File: src/rtl/enc_pkg.sv
// Shared constants for the quadrature encoder emulator: FSM encoding,
// phase-to-AB lookup and default widths.
package enc_pkg;

    localparam int unsigned CNT_W         = 32;
    localparam int unsigned PER_W         = 16;
    localparam int unsigned EDGES_PER_REV = 400;

    localparam logic [0:0] ST_IDLE = 1'b0;
    localparam logic [0:0] ST_RUN  = 1'b1;

    // AB pattern per quadrature phase; consecutive entries differ in one bit
    localparam logic [1:0] AB_PH0 = 2'b00;
    localparam logic [1:0] AB_PH1 = 2'b10;
    localparam logic [1:0] AB_PH2 = 2'b11;
    localparam logic [1:0] AB_PH3 = 2'b01;

    function automatic logic [1:0] phase_to_ab(input logic [1:0] ph);
        logic [1:0] ab;
        case (ph)
            2'd0:    ab = AB_PH0;
            2'd1:    ab = AB_PH1;
            2'd2:    ab = AB_PH2;
            default: ab = AB_PH3;
        endcase
        return ab;
    endfunction

endpackage

File: src/rtl/quad_encoder_emulator_if.sv
// Host command / encoder output bundle for the quadrature encoder emulator.
interface quad_encoder_emulator_if #(
    parameter int unsigned CNT_W = enc_pkg::CNT_W,
    parameter int unsigned PER_W = enc_pkg::PER_W
);
    logic             start;
    logic [CNT_W-1:0] steps;
    logic             dir;
    logic [PER_W-1:0] period;
    logic             stop;
    logic             ready;
    logic             done;
    logic             enc_a;
    logic             enc_b;
    logic             enc_z;
    logic [CNT_W-1:0] pos;

    modport master (
        output start, steps, dir, period, stop,
        input  ready, done, enc_a, enc_b, enc_z, pos
    );

    modport slave (
        input  start, steps, dir, period, stop,
        output ready, done, enc_a, enc_b, enc_z, pos
    );
endinterface

File: src/rtl/enc_step_timer.sv
// Reloadable down-counter pacing quadrature edges; tick_c marks the last
// cycle of each edge period.
module enc_step_timer #(
    parameter int unsigned PER_W = 16
) (
    input  logic             clk,
    input  logic             rst,
    input  logic             load_i,
    input  logic [PER_W-1:0] value_i,
    input  logic             run_i,
    output logic             tick_c
);
    logic [PER_W-1:0] timer_q, timer_d;

    assign tick_c = run_i && (timer_q == PER_W'(1));

    always_comb begin
        timer_d = timer_q;
        if (load_i || tick_c) begin
            timer_d = value_i;
        end else if (run_i) begin
            timer_d = timer_q - PER_W'(1);
        end
    end

    always_ff @(posedge clk) begin
        if (rst) begin
            timer_q <= '0;
        end else begin
            timer_q <= timer_d;
        end
    end
endmodule

File: src/rtl/quad_encoder_emulator.sv
// Quadrature encoder emulator: turns a host move command into paced A/B/Z
// edges and tracks the emitted position for loopback comparison.
module quad_encoder_emulator #(
    parameter int unsigned CNT_W         = enc_pkg::CNT_W,
    parameter int unsigned PER_W         = enc_pkg::PER_W,
    parameter int unsigned EDGES_PER_REV = enc_pkg::EDGES_PER_REV
) (
    input  logic                   clk,
    input  logic                   rst,
    quad_encoder_emulator_if.slave bus
);
    import enc_pkg::*;

    localparam int unsigned      REV_W    = (EDGES_PER_REV > 1) ? $clog2(EDGES_PER_REV) : 1;
    localparam logic [REV_W-1:0] REV_LAST = REV_W'(EDGES_PER_REV - 1);

    logic [0:0]       state_q, state_d;
    logic [PER_W-1:0] per_q, per_d;
    logic [CNT_W-1:0] remaining_q, remaining_d;
    logic             dir_q, dir_d;
    logic [1:0]       phase_q, phase_d;
    logic [REV_W-1:0] rev_q, rev_d;
    logic [CNT_W-1:0] pos_q, pos_d;
    logic             enc_a_q, enc_a_d;
    logic             enc_b_q, enc_b_d;
    logic             enc_z_q, enc_z_d;
    logic             ready_q, ready_d;
    logic             done_q, done_d;

    logic             accept_c;
    logic             tick_c;
    logic [PER_W-1:0] per_eff_c;
    logic [PER_W-1:0] timer_val_c;
    logic [1:0]       phase_nx_c;
    logic [REV_W-1:0] rev_nx_c;
    logic [CNT_W-1:0] pos_nx_c;
    logic [1:0]       ab_nx_c;

    assign accept_c    = (state_q == ST_IDLE) && bus.start && ready_q && (bus.steps != '0);
    assign per_eff_c   = (bus.period == '0) ? PER_W'(1) : bus.period;
    assign timer_val_c = accept_c ? per_eff_c : per_q;
    assign phase_nx_c  = dir_q ? (phase_q - 2'd1) : (phase_q + 2'd1);
    assign pos_nx_c    = dir_q ? (pos_q - CNT_W'(1)) : (pos_q + CNT_W'(1));
    assign ab_nx_c     = phase_to_ab(phase_nx_c);

    // Revolution index wraps at EDGES_PER_REV in both directions
    always_comb begin
        rev_nx_c = rev_q + REV_W'(1);
        if (dir_q) begin
            rev_nx_c = (rev_q == '0) ? REV_LAST : (rev_q - REV_W'(1));
        end else if (rev_q == REV_LAST) begin
            rev_nx_c = '0;
        end
    end

    enc_step_timer #(.PER_W(PER_W)) u_timer (
        .clk     (clk),
        .rst     (rst),
        .load_i  (accept_c),
        .value_i (timer_val_c),
        .run_i   (state_q == ST_RUN),
        .tick_c  (tick_c)
    );

    always_comb begin
        state_d     = state_q;
        per_d       = per_q;
        remaining_d = remaining_q;
        dir_d       = dir_q;
        phase_d     = phase_q;
        rev_d       = rev_q;
        pos_d       = pos_q;
        enc_a_d     = enc_a_q;
        enc_b_d     = enc_b_q;
        enc_z_d     = enc_z_q;
        ready_d     = ready_q;
        done_d      = 1'b0;

        case (state_q)
            ST_IDLE: begin
                if (accept_c) begin
                    state_d     = ST_RUN;
                    remaining_d = bus.steps;
                    dir_d       = bus.dir;
                    per_d       = per_eff_c;
                    ready_d     = 1'b0;
                end else if (bus.start && ready_q) begin
                    done_d = 1'b1;
                end
            end
            ST_RUN: begin
                // Abort beats a coincident pending edge
                if (bus.stop) begin
                    state_d = ST_IDLE;
                    done_d  = 1'b1;
                    ready_d = 1'b1;
                end else if (tick_c) begin
                    phase_d     = phase_nx_c;
                    rev_d       = rev_nx_c;
                    pos_d       = pos_nx_c;
                    {enc_a_d, enc_b_d} = ab_nx_c;
                    enc_z_d     = (rev_nx_c == '0) && (phase_nx_c == 2'd0);
                    remaining_d = remaining_q - CNT_W'(1);
                    if (remaining_q == CNT_W'(1)) begin
                        state_d = ST_IDLE;
                        done_d  = 1'b1;
                        ready_d = 1'b1;
                    end
                end
            end
            default: begin
                state_d = ST_IDLE;
                ready_d = 1'b1;
            end
        endcase
    end

    always_ff @(posedge clk) begin
        if (rst) begin
            state_q     <= ST_IDLE;
            per_q       <= '0;
            remaining_q <= '0;
            dir_q       <= 1'b0;
            phase_q     <= 2'd0;
            rev_q       <= '0;
            pos_q       <= '0;
            enc_a_q     <= 1'b0;
            enc_b_q     <= 1'b0;
            enc_z_q     <= 1'b1;
            ready_q     <= 1'b1;
            done_q      <= 1'b0;
        end else begin
            state_q     <= state_d;
            per_q       <= per_d;
            remaining_q <= remaining_d;
            dir_q       <= dir_d;
            phase_q     <= phase_d;
            rev_q       <= rev_d;
            pos_q       <= pos_d;
            enc_a_q     <= enc_a_d;
            enc_b_q     <= enc_b_d;
            enc_z_q     <= enc_z_d;
            ready_q     <= ready_d;
            done_q      <= done_d;
        end
    end

    assign bus.ready = ready_q;
    assign bus.done  = done_q;
    assign bus.enc_a = enc_a_q;
    assign bus.enc_b = enc_b_q;
    assign bus.enc_z = enc_z_q;
    assign bus.pos   = pos_q;
endmodule

File: src/flat_wrapper.sv
// flat-port wrapper written by rule: the top's interface ports become plain ports
module quad_encoder_emulator_flat import enc_pkg::*;
#(
    parameter int unsigned CNT_W         = enc_pkg::CNT_W,
    parameter int unsigned PER_W         = enc_pkg::PER_W,
    parameter int unsigned EDGES_PER_REV = enc_pkg::EDGES_PER_REV
)
  (clk, rst, bus_start, bus_steps, bus_dir, bus_period, bus_stop, bus_ready, bus_done, bus_enc_a, bus_enc_b, bus_enc_z, bus_pos);
  quad_encoder_emulator_if #(.CNT_W(CNT_W), .PER_W(PER_W)) bus_i ();
  input  logic clk;
  input  logic rst;
  input wire logic [$bits(bus_i.start)-1:0] bus_start;
  input wire logic [$bits(bus_i.steps)-1:0] bus_steps;
  input wire logic [$bits(bus_i.dir)-1:0] bus_dir;
  input wire logic [$bits(bus_i.period)-1:0] bus_period;
  input wire logic [$bits(bus_i.stop)-1:0] bus_stop;
  output wire logic [$bits(bus_i.ready)-1:0] bus_ready;
  output wire logic [$bits(bus_i.done)-1:0] bus_done;
  output wire logic [$bits(bus_i.enc_a)-1:0] bus_enc_a;
  output wire logic [$bits(bus_i.enc_b)-1:0] bus_enc_b;
  output wire logic [$bits(bus_i.enc_z)-1:0] bus_enc_z;
  output wire logic [$bits(bus_i.pos)-1:0] bus_pos;
  assign bus_i.start = bus_start;
  assign bus_i.steps = bus_steps;
  assign bus_i.dir = bus_dir;
  assign bus_i.period = bus_period;
  assign bus_i.stop = bus_stop;
  assign bus_ready = bus_i.ready;
  assign bus_done = bus_i.done;
  assign bus_enc_a = bus_i.enc_a;
  assign bus_enc_b = bus_i.enc_b;
  assign bus_enc_z = bus_i.enc_z;
  assign bus_pos = bus_i.pos;
  quad_encoder_emulator #(.CNT_W(CNT_W), .PER_W(PER_W), .EDGES_PER_REV(EDGES_PER_REV)) u_core (.clk(clk), .rst(rst), .bus(bus_i));
endmodule
File: config.mk
export PLATFORM = sky130hd
export DESIGN_NAME = quad_encoder_emulator_flat
export DESIGN_NICKNAME = d
export VERILOG_FILES = /design/src/rtl/enc_pkg.sv /design/src/rtl/quad_encoder_emulator_if.sv /design/src/rtl/enc_step_timer.sv /design/src/rtl/quad_encoder_emulator.sv /design/src/flat_wrapper.sv
export SDC_FILE = /design/constraint.sdc
export NUM_CORES = 1
export LEC_CHECK = 0
export ABC_CLOCK_PERIOD_IN_PS = 4360
export BUFFER_PORTS_ARGS = -buffer_cell sky130_fd_sc_hd__buf_4
export CORE_AREA = 4 4 119 121
export CTS_CLUSTER_SIZE = 14
export DETAILED_ROUTE_END_ITERATION = 10
export DIE_AREA = 0 0 123 125
export GPL_ROUTABILITY_DRIVEN = 1
export PLACE_DENSITY = 0.87
export SLEW_MARGIN = 20
export SYNTH_ARGS = -nofsm -noshare
export SYNTH_HDL_FRONTEND = slang
export SYNTH_HIERARCHICAL = 1
export SYNTH_SLANG_ARGS = --single-unit
File: constraint.sdc
create_clock -name clk -period 4.36 [get_ports clk]
set_clock_uncertainty 0.2 [all_clocks]
set_input_delay 0.654 -clock clk [delete_from_list [all_inputs] [get_ports clk]]
set_output_delay 0.654 -clock clk [all_outputs]
set_load 0.005 [all_outputs]
==> results.cfg <==
[run_status]
run_status = finished, final reports clean

[grt]
grt_max_degree = 74
grt_util_all_layers_pct = 26.8
grt_pass1_vias = 7303
antenna_found_initial = 0
overflow = 0
grt_pass1_wl_mm = 34.3

[place]
place_area_sq_mm = 0.00829
portBuffers = 89
placed_cells = 1229
pre_cts_ws_ns = 0.781
gp_congestion = 0.918
hpwl_mm = 13.8

[floorplanning]
io_pins = 90
core_sq_mm = 0.0131
die_area_sq_mm = 0.0154
initial_utilization_pct = 57.6
num_rows = 42
die_y_um = 125
die_w_um = 123

[hold_path]
min_path_type = flop to flop
whs_path_depth = 2
worstHoldStart = u_core/bus.enc_a
whs_endpoint = u_core/bus.enc_a

[routing]
drtIter0Drc = 860
dr.pass1.iters = 5
via_per_inst = 6.23
drc = 0
avgRoutedWirePerCell_um = 16.3
via_count = 7860
ant_nets = 0
routed_wl_mm = 20.6

[critical_path]
rr_endpoint = u_core/bus.pos[12]
end_kind = flop
rr_startpoint = u_core/u_timer/timer_q[2]
rrSetupSlack_ns = 0.67
crit_fanout = 20
r2r_cells = 8
cp.required_ns = 4.48
cp.arrival_ns = 3.82
crit_path_start_kind = flop
worst-setup-path-type = flop to flop

[clock_network]
cts_setup_buffers = 0
clock_sinks = 113
clk_pin_slew_ns = 0.05
cts_root_buf = clkbuf_16
cts_max_level = 4
hold_buffers = 0
cts-resized-gates = 0
cts_tree = done
cts_made_buffers = 17
clock_latency_ns = 0.42
cts_max_path_buffers = 2

[synthesis]
synth_area_sq_mm = 0.00754
yosys_warnings = 6
synthCells = 1013
synth_top_area_share_pct = 30.0
syn-num-nets = 1105
synthFlopType = dfxtp_1
ys_top_cells_by_area = dfxtp_1, nand2_1, a21oi_1
ys_async_sr_fraction_pct = 0
synth-edff-count = 0
yosys_register_bits = 113
syn_avg_cell_area_sq_um = 7.45
yosysSeqAreaShare_pct = 30.0
yosysUniqueCellTypes = 74
synth_top_cell_by_area = dfxtp_1

[timing]
maxSlewViolCount = 0
hold-worst-slack_ns = 0.259
period_minus_slack_ns = 3.69
slew_headroom_pct = 33.9
fin_tns_setup_ns = 0
max_freq_ghz = 0.271
max_slew.worst_pin.slew_ns = 0.990
rsz0062_at_grt = no
setup_ws_ns = 0.666
hold_viol_final = 0
setup_violations = 0
finalCritPeriodShare_pct = 84.7

[power]
p_per_area_mw_per_mm2 = 364
fin_total_pwr_mw = 3.24
irDropWorstVdd_uv = 293
power.leakage_nw = 3.65

[final_layout]
final_cells = 1261
drive_gt1_share_pct = 14.3
final_common_cell = nand2_1
fin_area_sq_mm = 0.00891
syn2layout_area_growth_pct = 18.1
utilization_pct = 68.1
final_nets = 1164
final_cell_mix = nand2_1, dfxtp_1, buf_4, a21oi_1, nor2_1
diodes = 0

[job]
cap_violations = 0
-- flip-flops by register name (all words and copies together) (netlist names) --
name                    cells
u_core/rev_q                9
u_core/bus.done             1
u_core/u_timer/timer_q     16
u_core/bus.pos             32
u_core/state_q              1
u_core/bus.enc_z            1
u_core/phase_q              2
u_core/dir_q                1
u_core/per_q               16
u_core/bus.ready            1
u_core/bus.enc_a            1
u_core/remaining_q         32
-- critical path, stage by stage (launching register included) --
cell and delay, ns:
dfxtp_1 0.36, or3_1 0.57, or4_1 0.61, nor2_1 0.30
nand2_1 0.20, or2_1 0.49, buf_4 0.31, or3_1 0.33
o211ai_1 0.22
-- power by group --
part	switching (mW)	internal [mW]
Combinational	0.367	0.240
Sequential	0.0643	1.10
Clock	0.491	0.982
Total	0.922	2.32
-- synth_stat cells, types with 10 or more instances --
master    instances
xnor2_1          21
nor3_1           27
clkbuf_1         50
ha_1             38
and2_1           12
dfxtp_1         113
nand2b_1         12
o21ai_0          46
nor2_1           90
a21oi_1          95
a211oi_1         23
xor2_1           13
nand2_1         167
o211ai_1         10
inv_1            28
a21o_1           17
nand3_1          19
nor2b_1          16
or3_1            15
nor4_1           24
-- cell families after synthesis --
family                     Yosys count  synth area share [%]
muxes                                9                  1.23
buffers and inverters               89                  4.71
DFF                                113                  30.0
xor gates and xnor gates            34                  3.95
AOI/OAI and AO/OA                  290                  25.1
adders and majority gates           39                  6.57
and+or+nand+nor                    439                  28.5
-- per-layer routing --
| metal | track usage (%) | up-vias | wire, um |
|---|---|---|---|
| li1 | - | 3809 | - |
| met2 | 44.0 | 319 | 9870 |
| met4 | 9.51 | 0 | 431 |
| met3 | 5.78 | 44 | 1460 |
| met1 | 34.7 | 3688 | 8820 |
| met5 | 0 | - | 0 |
-- cell type report --
| class | count | area [sq um] |
|---|---|---|
| clock buffers | 22 | 464 |
| clock inverters | 10 | 158 |
| fillers | 1088 | 4170 |
| inverters | 28 | 105 |
| multi-input cells | 811 | 4930 |
| flip-flops and latches | 113 | 2260 |
| well taps | 176 | 220 |
| repair buffers | 101 | 771 |
-- how the worst max path moves through the flow --
stage,start,to
2_1_floorplan,u_core/dir_q,u_core/bus.pos[31]
3_3_place_gp,u_core/u_timer/timer_q[2],u_core/bus.pos[21]
3_5_place_dp,u_core/u_timer/timer_q[2],u_core/bus.pos[21]
4_1_cts,u_core/u_timer/timer_q[2],u_core/bus.pos[12]
5_1_grt,u_core/u_timer/timer_q[2],u_core/bus.pos[29]
6_report,u_core/u_timer/timer_q[2],u_core/bus.pos[12]
No activity file was read; power rests on OpenSTA's default activity.
